==> config.mk <==
export PLATFORM = sky130hd
export DESIGN_NAME = companion_state_update
export DESIGN_NICKNAME = d
export VERILOG_FILES = /design/src/rtl/companion_state_update_pkg.sv /design/src/rtl/companion_mul.sv /design/src/rtl/companion_state_update.sv
export SDC_FILE = /design/constraint.sdc
export NUM_CORES = 1
export LEC_CHECK = 0
export ABC_AREA = 1
export CAP_MARGIN = 30
export CORE_MARGIN = 2
export CORE_UTILIZATION = 40
export CTS_CLUSTER_DIAMETER = 50
export DETAILED_ROUTE_END_ITERATION = 8
export GPL_TIMING_DRIVEN = 0
export PLACE_DENSITY_LB_ADDON = 0.05
export SLEW_MARGIN = 20
export SYNTH_ARGS = -nofsm -noshare
export SYNTH_HDL_FRONTEND = slang
export SYNTH_SLANG_ARGS = --single-unit
export TNS_END_PERCENT = 1
==> constraint.sdc <==
create_clock -name clk -period 9 [get_ports clk]
set_input_delay 1.8 -clock clk [delete_from_list [all_inputs] [get_ports clk]]
set_output_delay 1.8 -clock clk [all_outputs]
set_load 0.02 [all_outputs]
==> src/rtl/companion_state_update_pkg.sv <==
// companion_state_update_pkg: shared widths, FSM encoding, coefficients and saturation helper
package companion_state_update_pkg;
  localparam int W = 16;
  localparam int FRAC = 8;
  localparam int SW = 2 * W + 2;
  localparam logic signed [W-1:0] DEF_KL = 16'sh0080;
  localparam logic signed [W-1:0] DEF_KC = 16'sh0200;
  typedef enum logic [1:0] {IDLE, MUL_L, MUL_C, OUT} state_e;
  // Returns {clamped, value}; in range when every bit above the W-bit sign agrees with it.
  function automatic logic [W:0] sat_w(input logic signed [SW-1:0] x);
    logic ok;
    ok = (&x[SW-1:W-1]) | ~(|x[SW-1:W-1]);
    return ok ? {1'b0, x[W-1:0]} : {1'b1, x[SW-1], {(W-1){~x[SW-1]}}};
  endfunction
endpackage

==> src/rtl/companion_mul.sv <==
// companion_mul: combinational signed (W+1)x(W) multiplier, swappable for a DSP wrapper
module companion_mul #(
  parameter int W = 16
) (
  input  logic signed [W:0]   a,
  input  logic signed [W-1:0] b,
  output logic signed [2*W:0] p
);
  assign p = (2*W+1)'(a) * (2*W+1)'(b);
endmodule

==> src/rtl/companion_state_update.sv <==
// companion_state_update: updates inductor/capacitor history currents and emits the RHS vector z
module companion_state_update
  import companion_state_update_pkg::*;
#(
  parameter int FRAC_P = FRAC,
  parameter logic signed [W-1:0] KL = DEF_KL,
  parameter logic signed [W-1:0] KC = DEF_KC
) (
  input  logic                clk,
  input  logic                rst_n,
  input  logic                in_valid,
  output logic                in_ready,
  input  logic signed [W-1:0] v1,
  input  logic signed [W-1:0] v2,
  input  logic signed [W-1:0] e_src,
  input  logic                hist_clr,
  output logic                out_valid,
  input  logic                out_ready,
  output logic [W-1:0]        z0,
  output logic [W-1:0]        z1,
  output logic [W-1:0]        z2,
  output logic                sat
);
  state_e state_q, state_d;
  logic signed [W-1:0] v1_q, v1_d, v2_q, v2_d, e_q, e_d;
  logic signed [W-1:0] il_q, il_d, ic_q, ic_d;
  logic [W-1:0] z0_q, z0_d, z1_q, z1_d, z2_q, z2_d;
  logic sat_q, sat_d;
  logic signed [W:0] mul_a;
  logic signed [W-1:0] mul_b;
  logic signed [2*W:0] prod, t;
  logic [W:0] sl, sc, s0, s1;

  // One multiplier shared between the inductor and capacitor updates.
  assign mul_a = state_q == MUL_L ? (W+1)'(v1_q) - (W+1)'(v2_q) : (W+1)'(v2_q);
  assign mul_b = state_q == MUL_L ? KL : KC;

  companion_mul #(.W(W)) u_mul (.a(mul_a), .b(mul_b), .p(prod));

  assign t  = prod >>> FRAC_P;
  assign sl = sat_w(SW'(il_q) + SW'(t));
  assign sc = sat_w(SW'(t) - SW'(ic_q));
  assign s0 = sat_w(-SW'(il_q));
  // z1 must see the I_C value being written on the same edge.
  assign s1 = sat_w(SW'(il_q) + SW'($signed(sc[W-1:0])));

  always_comb begin
    state_d = state_q;
    v1_d = v1_q;
    v2_d = v2_q;
    e_d = e_q;
    il_d = il_q;
    ic_d = ic_q;
    z0_d = z0_q;
    z1_d = z1_q;
    z2_d = z2_q;
    sat_d = sat_q;
    case (state_q)
      IDLE: begin
        if (hist_clr) begin
          il_d = '0;
          ic_d = '0;
          sat_d = 1'b0;
        end
        if (in_valid) begin
          state_d = MUL_L;
          v1_d = v1;
          v2_d = v2;
          e_d = e_src;
        end
      end
      MUL_L: begin
        il_d = sl[W-1:0];
        sat_d = sat_q | sl[W];
        state_d = MUL_C;
      end
      MUL_C: begin
        ic_d = sc[W-1:0];
        z0_d = s0[W-1:0];
        z1_d = s1[W-1:0];
        z2_d = e_q;
        sat_d = sat_q | sc[W] | s0[W] | s1[W];
        state_d = OUT;
      end
      default: state_d = out_ready ? IDLE : OUT;
    endcase
  end

  always_ff @(posedge clk or negedge rst_n) begin
    if (!rst_n) begin
      state_q <= IDLE;
      v1_q <= '0;
      v2_q <= '0;
      e_q <= '0;
      il_q <= '0;
      ic_q <= '0;
      z0_q <= '0;
      z1_q <= '0;
      z2_q <= '0;
      sat_q <= 1'b0;
    end else begin
      state_q <= state_d;
      v1_q <= v1_d;
      v2_q <= v2_d;
      e_q <= e_d;
      il_q <= il_d;
      ic_q <= ic_d;
      z0_q <= z0_d;
      z1_q <= z1_d;
      z2_q <= z2_d;
      sat_q <= sat_d;
    end
  end

  assign in_ready = state_q == IDLE;
  assign out_valid = state_q == OUT;
  assign z0 = z0_q;
  assign z1 = z1_q;
  assign z2 = z2_q;
  assign sat = sat_q;
endmodule

==> impl_metrics.json, run 1 <==
{
  "status": "completed",
  "detail_route.wl_per_cell_um": 14.9,
  "cts.root.buffer_cell": "clkbuf_16",
  "timing_worst_slew_pin_value_ns": 1.04,
  "fin_nets": 1892,
  "port-buffer-count": 103,
  "die_width_um": 172,
  "via_count_of_the_routed_design": 10400,
  "async_reset_ff_share_pct": 100,
  "cp_max_fo": 10,
  "min_path_cells": 2,
  "drt-initial-drc-count": 595,
  "crit-reg2reg-launch": "v2_q[0]",
  "yosysUniqueCellTypes": 48,
  "timing.max_slew.rel_slack_pct": 30.2,
  "post_drt_via_cell_ratio": 4.98,
  "syn-instance-count": 1546,
  "tritoncts": "yes",
  "routabilityCongestion": 0.906,
  "synth.yosys.warnings": 0,
  "cts.reportedPaths.clkPinSlew_ns": 0.07,
  "critical_path.endpoint_type": "flop",
  "timing.critical_path.required_ns": 9.31,
  "period_minus_slack_ns": 8.39,
  "antenna-diode-count": 0,
  "reg2reg_to": "z1[0]",
  "timing.hold.worst.class": "reg2reg",
  "report.final.slew_viol_count": 0,
  "num_rows": 61,
  "min_period_over_period_pct": 93.2,
  "post_route_cells_drive_above_1_share_pct": 13.0,
  "post_layout_util_pct": 51.2,
  "core_region_area_sq_mm": 0.0277,
  "seq_area_frac_synth_pct": 29.2,
  "max_freq_mhz": 119,
  "hold_end": "z2[11]",
  "synth-edff-count": 0,
  "routed_wirelength_um": 31200,
  "htree_num_levels": 4,
  "post_detailed_route_count_of_antenna_violating_nets": 0,
  "grt_pass1_wl_um": 49700,
  "number_of_top_level_pins": 104,
  "type_of_origin_of_the_critical_path": "flop",
  "most_frequent_cell_on_the_critical_path": "nand2_1",
  "worst-r2r-cell-count": 59,
  "die_height_um": 172,
  "ys_ff_latch": 131,
  "max_cap_violations": 0,
  "setup_viol": 0,
  "grt_pass1_vias": 9672,
  "timing.critical_path.slowest_stage_cell": "dfrtp_1",
  "floorplan.die_area_sq_mm": 0.0294,
  "initial_utilization_pct": 40.5,
  "antenna_found_initial": 0,
  "timing_hold_violations_final": 0,
  "cts_max_path_buffers": 2,
  "critical_path_arrival_ns": 8.70,
  "detailedRoute.firstPassIterationCount": 5,
  "synth_area_per_cell_sq_um": 7.27,
  "grt_overflow": 0,
  "worstHoldStart": "e_q[11]",
  "grtUsageTotal_pct": 21.4,
  "detail_route.drc_violations": 0,
  "postSynth.topFlopCell": "dfrtp_1",
  "number_of_sinks_on_the_clock_net": 131,
  "dp_hpwl_um": 24700,
  "tritoncts.num_buffers": 17,
  "regToRegSetupSlack_ns": 0.61,
  "area_growth_syn_to_layout_pct": 26.3,
  "maximum_number_of_pins_on_one_net_before_global_route_repair": 92,
  "worst_path_largest_cell_delay_ns": 0.37,
  "netlist_area_sq_mm": 0.0112,
  "crit_type": "reg2reg",
  "worst_case_clock_skew_ns": 0.0126,
  "clock_latency_ns": 0.43
}
## placed cells by master (no fill, tap or decap), types with 4 or more instances in the layout
master,n
a21o_1,6
a21oi_1,121
a21oi_2,16
a21oi_4,5
a31oi_1,21
a31oi_4,4
buf_4,19
buf_6,4
buf_8,4
clkbuf_1,21
clkbuf_16,18
clkdlybuf4s50_1,102
clkinvlp_4,6
conb_1,9
dfrtp_1,131
ha_1,111
ha_2,4
ha_4,23
inv_1,194
inv_2,12
inv_8,5
mux2_2,32
nand2_1,404
nand2_2,9
nand2_4,4
nand3_1,70
nand3_2,7
nand4_1,14
nor2_1,109
nor2_2,12
nor3_1,15
nor3_2,4
o21ai_0,58
o21ai_1,20
o21bai_1,6
or2_2,5
xnor2_1,17
xor2_1,35
## synth_stat cells (5+ instances only)
cell / number / area, sq um
nand3_1: 75 / 375
a21o_1: 6 / 45.0
a21oi_2: 10 / 87.6
dfrtp_1: 131 / 3280
a31oi_1: 25 / 156
fa_1: 5 / 100
inv_2: 10 / 37.5
xnor2_1: 19 / 166
inv_1: 197 / 739
buf_6: 5 / 56.3
o21bai_1: 6 / 45.0
nor3_1: 16 / 80.1
clkbuf_1: 23 / 86.3
nor2_1: 119 / 447
nand4_1: 14 / 87.6
nand2_2: 8 / 50.1
mux2_2: 32 / 360
o21ai_0: 64 / 320
nand2_1: 406 / 1520
xor2_1: 37 / 324
nor2_2: 5 / 31.3
or2_2: 5 / 31.3
a21oi_1: 132 / 661
ha_1: 138 / 1730
o21ai_1: 17 / 85.1
## how the worst max path moves through the flow
stage            start  endpoint  slack (ns)  cells past startpoint
2_1_floorplan  v2_q[0]     z1[2]        0.64                     60
3_3_place_gp   v1_q[2]     z1[1]       -0.87                     51
3_5_place_dp   v2_q[0]     z1[1]       -0.87                     56
4_1_cts        v2_q[0]       sat       0.004                     61
5_1_grt        v1_q[0]     z1[0]       -0.01                     60
6_report       v2_q[0]     z1[0]        0.61                     59
## stage by stage
stage | hold slack (ns) | area, sq um | cells | setup slack (ns) | TNS [ns]
after global placement | 0.449 | 12800 | 2035 | -0.867 | -11.94
after detailed placement | 0.458 | 12800 | 2036 | -0.870 | -12.35
final | 0.468 | 14200 | 2087 | 0.614 | 0
after global routing | 0.487 | 14200 | 2087 | -0.0150 | -0.0197
after floorplan | 0.444 | 11300 | 1554 | 0.636 | 0
after CTS | 0.473 | 13600 | 2080 | 0.00435 | 0
## cells by family after synthesis
logic type	Yosys count	synth area share, %
other cells	1	0.0334
fa+ha+maj	143	16.3
compound gates	274	13.4
flops	131	29.2
mux	32	3.21
buf+inv	240	8.45
xor+xnor	56	4.37
simple gates	669	25.1
## timing repair
action                     CTS  global route
gates resized for setup     37            75
setup endpoints to repair   17            17
gates cloned                 0             1
hold buffers                 0             0
buffers inserted            12             6
pin swaps                   15            24
## layer usage
metal  wire length [um]  global-route usage, %  vias to the layer above
met2              14200                   34.3                      175
met5                  0                      0                        -
li1                   -                      -                     5369
met4                608                   5.38                        0
met3               1050                   3.52                       38
met1              15400                   30.0                     4809
## layout make-up
cell class	instances	area (sq um)
multi-input combinational	1183	7640
clock buffer	17	425
clock inverter	15	161
tap	378	473
timing repair buffer	123	1220
buffer	31	186
fill	2831	13500
inverter	209	795
sequential	131	3280
## state kept, by name, summed over array words and instances (netlist names)
register	cells
il_q	16
e_q	16
z2	16
v2_q	16
ic_q	16
v1_q	16
state_q	2
z0	16
z1	16
sat	1
## critical path, delay by kind of cell, from the launching register on
family                   cells  cell delay [ns]
AND/OR/NAND/NOR             26             2.58
adder cells (fa/ha/maj)      9             2.14
AO/OA/AOI/OAI               10             1.52
buffers and inverters       12             1.16
XOR/XNOR                     2             0.49
flip-flops                   1             0.37
Power of run 1 is left out: the tool's default activity adds up to more than one toggle a clock period on the data nets, which glitch-free logic cannot reach.
==> run 2: changes to the inputs <==
- SLEW_MARGIN: 20 -> 0
==> impl_metrics.json, run 2 (same netlist as run 1, synthesis figures left out) <==
{
  "status": "completed",
  "crit_buf_inv": 8,
  "cts_max_path_buffers": 2,
  "detail_route.wl_per_cell_um": 14.9,
  "via_count_of_the_routed_design": 10400,
  "final_common_cell": "nand2_1",
  "post_route_cells_drive_above_1_share_pct": 13.0,
  "fill_cells": 2841,
  "detail_route.drc_violations": 0,
  "report.final.slew_viol_count": 0,
  "drt-initial-drc-count": 599,
  "type_of_origin_of_the_critical_path": "flop",
  "max_freq_mhz": 119,
  "initial_utilization_pct": 40.5,
  "critical_path.endpoint_type": "flop",
  "most_frequent_cell_on_the_critical_path": "nand2_1",
  "tritoncts.num_buffers": 17,
  "timing.max_slew.rel_slack_pct": 33.2,
  "grt_pass1_wl_um": 49400,
  "grtUsageTotal_pct": 21.3,
  "post_detailed_route_count_of_antenna_violating_nets": 0,
  "timing.hold.worst.class": "reg2reg",
  "routabilityCongestion": 0.906,
  "number_of_top_level_pins": 104,
  "crit_family": "simple AND/OR/NAND/NOR gates",
  "grt_pass1_vias": 9567,
  "dp_hpwl_um": 24700,
  "setup_viol": 0,
  "routed_wirelength_um": 31100,
  "final.hold.worst_slack_ns": 0.470,
  "critical_path_arrival_ns": 8.74,
  "crit_type": "reg2reg",
  "post_drt_via_cell_ratio": 5.00,
  "max_cap_violations": 0,
  "post_layout_util_pct": 51.2,
  "floorplan.die_area_sq_mm": 0.0294,
  "grt_overflow": 0,
  "timing.critical_path.slowest_stage_cell": "dfrtp_1",
  "cts.reportedPaths.clkPinSlew_ns": 0.07,
  "die_width_um": 172,
  "antenna-diode-count": 0,
  "timing_worst_slew_pin_value_ns": 0.992,
  "fin_nets": 1892,
  "detailedRoute.firstPassIterationCount": 5,
  "die_height_um": 172,
  "num_rows": 61,
  "area_growth_syn_to_layout_pct": 26.2,
  "most-common-layout-cells": "nand2_1, inv_1, dfrtp_1, a21oi_1, ha_1",
  "port-buffer-count": 103,
  "cts.root.buffer_cell": "clkbuf_16",
  "worst_path_largest_cell_delay_ns": 0.35,
  "htree_num_levels": 4,
  "antenna_found_initial": 0,
  "number_of_sinks_on_the_clock_net": 131,
  "timing.critical_path.required_ns": 9.31,
  "period_minus_slack_ns": 8.43,
  "timing_hold_violations_final": 0,
  "worst_case_clock_skew_ns": 0.0152,
  "core_region_area_sq_mm": 0.0277,
  "clock_latency_ns": 0.43,
  "rsz0062_at_grt": "yes",
  "cp_max_fo": 10,
  "tritoncts": "yes",
  "min_period_over_period_pct": 93.6,
  "maximum_number_of_pins_on_one_net_before_global_route_repair": 92
}
[run 2: area by class of cell]
class	count	area [sq um]	area share, %
Buffer	31	195	1.38
Clock buffer	17	425	3.00
Clock inverter	15	163	1.15
Inverter	209	791	5.58
Multi-Input combinational cell	1183	7630	53.8
Sequential cell	131	3280	23.1
Tap cell	378	473	3.34
Timing Repair Buffer	123	1220	8.60
[run 2: final timing paths]
kind	start	to	slack, ns	cells past startpoint
min reg2reg	e_q[0]	z2[0]	0.47	2
min in group asynchronous	rst_n	z0[12]	1.28	1
max	v2_q[3]	z1[1]	0.57	55
min	e_q[0]	z2[0]	0.47	2
max in group asynchronous	rst_n	v2_q[5]	6.91	2
max reg2reg	v2_q[3]	z1[1]	0.57	55
[run 2: through the flow]
| step | setup slack [ns] | cell area, sq um | setup TNS (ns) | cells |
|---|---|---|---|---|
| 2_1_floorplan | 0.636 | 11300 | 0 | 1554 |
| 3_3_place_gp | -0.867 | 12800 | -11.94 | 2035 |
| 3_5_place_dp | -0.866 | 12800 | -12.08 | 2036 |
| 4_1_cts | 0.00152 | 13600 | 0 | 2081 |
| 5_1_grt | -0.131 | 14200 | -1.14 | 2087 |
| 6_report | 0.573 | 14200 | 0 | 2087 |
[run 2: worst register-to-register path: cells and delay by family (launching register included)]
family / cells / cell delay, ns
buf+inv: 8 / 0.81
compound gates: 12 / 1.82
flops: 1 / 0.35
simple gates: 24 / 2.59
xor+xnor: 2 / 0.44
fa+ha+maj: 9 / 2.31
[run 2: routing by layer]
layer / up-vias / part of all wire (%) / global-route usage, %
met4: 0 / 1.6 / 5.60
met5: - / 0 / 0
met1: 4827 / 48 / 30.0
li1: 5380 / - / -
met2: 190 / 46 / 34.2
met3: 33 / 3.8 / 3.04
[run 2: what timing repair did]
item	in CTS	in global routing
gates resized for setup	34	81
buffers inserted	13	5
pin swaps	14	20
setup endpoints to repair	17	17
hold buffers	0	0
cloned	0	1
Power of run 2 is left out for the same reason.
==> run 3: changes to the inputs <==
- CAP_MARGIN: 30 -> 10
==> impl_metrics.json, run 3 (same netlist as run 1, synthesis figures left out) <==
{
  "status": "completed",
  "initial_utilization_pct": 40.5,
  "min_period_over_period_pct": 93.6,
  "final_common_cell": "nand2_1",
  "most-common-layout-cells": "nand2_1, inv_1, dfrtp_1, a21oi_1, ha_1",
  "detail_route.drc_violations": 0,
  "routabilityCongestion": 0.906,
  "drt-initial-drc-count": 599,
  "hold_buf_cts": 0,
  "critical_path.endpoint_type": "flop",
  "cp_max_fo": 10,
  "cts_max_path_buffers": 2,
  "crit_family": "simple AND/OR/NAND/NOR gates",
  "timing.hold.worst.class": "reg2reg",
  "wl_met2_um": 14400,
  "number_of_top_level_pins": 104,
  "post_route_cells_drive_above_1_share_pct": 13.0,
  "area_growth_syn_to_layout_pct": 26.2,
  "timing.max_slew.rel_slack_pct": 33.2,
  "worst_path_largest_cell_delay_ns": 0.35,
  "period_minus_slack_ns": 8.43,
  "routed_wirelength_um": 31100,
  "post_detailed_route_count_of_antenna_violating_nets": 0,
  "wl_met3_um": 1190,
  "grt_overflow": 0,
  "cts.reportedPaths.clkPinSlew_ns": 0.07,
  "via_count_of_the_routed_design": 10400,
  "detail_route.wl_per_cell_um": 14.9,
  "timing_worst_slew_pin_value_ns": 0.992,
  "htree_num_levels": 4,
  "tritoncts": "yes",
  "floorplan.die_area_sq_mm": 0.0294,
  "report.final.slew_viol_count": 0,
  "grt_pass1_wl_um": 49400,
  "antenna-diode-count": 0,
  "critical_path_arrival_ns": 8.74,
  "max_cap_violations": 0,
  "layout.cell_area.non_filler_sq_mm": 0.0142,
  "post_dp_cell_area_sq_mm": 0.0128,
  "timing.critical_path.slowest_stage_cell": "dfrtp_1",
  "core_region_area_sq_mm": 0.0277,
  "tritoncts.num_buffers": 17,
  "type_of_origin_of_the_critical_path": "flop",
  "number_of_sinks_on_the_clock_net": 131,
  "most_frequent_cell_on_the_critical_path": "nand2_1",
  "grt_pass1_vias": 9567,
  "die_width_um": 172,
  "topRoutingLayerUsed": "met4",
  "maximum_number_of_pins_on_one_net_before_global_route_repair": 92,
  "worst_case_clock_skew_ns": 0.0152,
  "port-buffer-count": 103,
  "crit_buf_inv": 8,
  "die_height_um": 172,
  "grtUsageTotal_pct": 21.3,
  "cts.root.buffer_cell": "clkbuf_16",
  "antenna_found_initial": 0,
  "clock_latency_ns": 0.43,
  "dp_hpwl_um": 24700,
  "rsz0062_at_grt": "yes",
  "max_freq_mhz": 119,
  "crit_type": "reg2reg",
  "post_drt_via_cell_ratio": 5.00,
  "timing_hold_violations_final": 0,
  "fin_nets": 1892,
  "fill_cells": 2841,
  "num_rows": 61,
  "setup_viol": 0,
  "m1WireLength_um": 15000,
  "timing.critical_path.required_ns": 9.31,
  "detailedRoute.firstPassIterationCount": 5
}
## run 3: cell counts in the layout (fill, tap and decap cells not counted)
No cell type changed its count.
## run 3: layout make-up
| type | count | area (sq um) | share of cell area [%] |
|---|---|---|---|
| Multi-Input combinational cell | 1183 | 7630 | 53.8 |
| Sequential cell | 131 | 3280 | 23.1 |
| Timing Repair Buffer | 123 | 1220 | 8.60 |
| Inverter | 209 | 791 | 5.58 |
| Tap cell | 378 | 473 | 3.34 |
| Clock buffer | 17 | 425 | 3.00 |
| Buffer | 31 | 195 | 1.38 |
| Clock inverter | 15 | 163 | 1.15 |
## run 3: worst paths after layout
kind,from,to,slack (ns),cells past startpoint
setup / recovery,v2_q[3],z1[1],0.57,55
hold / removal,e_q[0],z2[0],0.47,2
setup reg to reg,v2_q[3],z1[1],0.57,55
hold reg to reg,e_q[0],z2[0],0.47,2
max in group asynchronous,rst_n,v2_q[5],6.91,2
min in group asynchronous,rst_n,z0[12],1.28,1
## run 3: stage by stage
step                utilization (%)  setup slack [ns]  std cells  hold WS (ns)  setup TNS, ns
floorplan                         -             0.636       1554         0.444              0
global route                   51.2            -0.131       2087         0.495          -1.14
detailed placement             46.2            -0.866       2036         0.456         -12.08
global placement               46.1            -0.867       2035         0.449         -11.94
finish                         51.2             0.573       2087         0.470              0
CTS                            49.2           0.00152       2081         0.472              0
## run 3: repair_timing
| item | CTS | global route |
|---|---|---|
| gates resized for setup | 34 | 81 |
| gates cloned | 0 | 1 |
| setup buffers | 13 | 5 |
| pin swaps | 14 | 20 |
| endpoints found under the hold margin | 0 | 0 |
| endpoints found under the setup margin | 17 | 17 |
## run 3: worst reg2reg max path, delay by kind of cell (launching register included)
family                     cells  cell delay (ns)
adders and majority gates      9             2.31
and+or+nand+nor               24             2.59
xor gates and xnor gates       2             0.44
AOI/OAI and AO/OA             12             1.82
DFF                            1             0.35
buffers and inverters          8             0.81
## run 3: layer usage
| layer | vias to the layer above | GRT usage, % |
|---|---|---|
| met2 | 190 | 34.2 |
| met5 | - | 0 |
| met4 | 0 | 5.60 |
| li1 | 5380 | - |
| met1 | 4827 | 30.0 |
| met3 | 33 | 3.04 |
Power of run 3 is left out for the same reason.
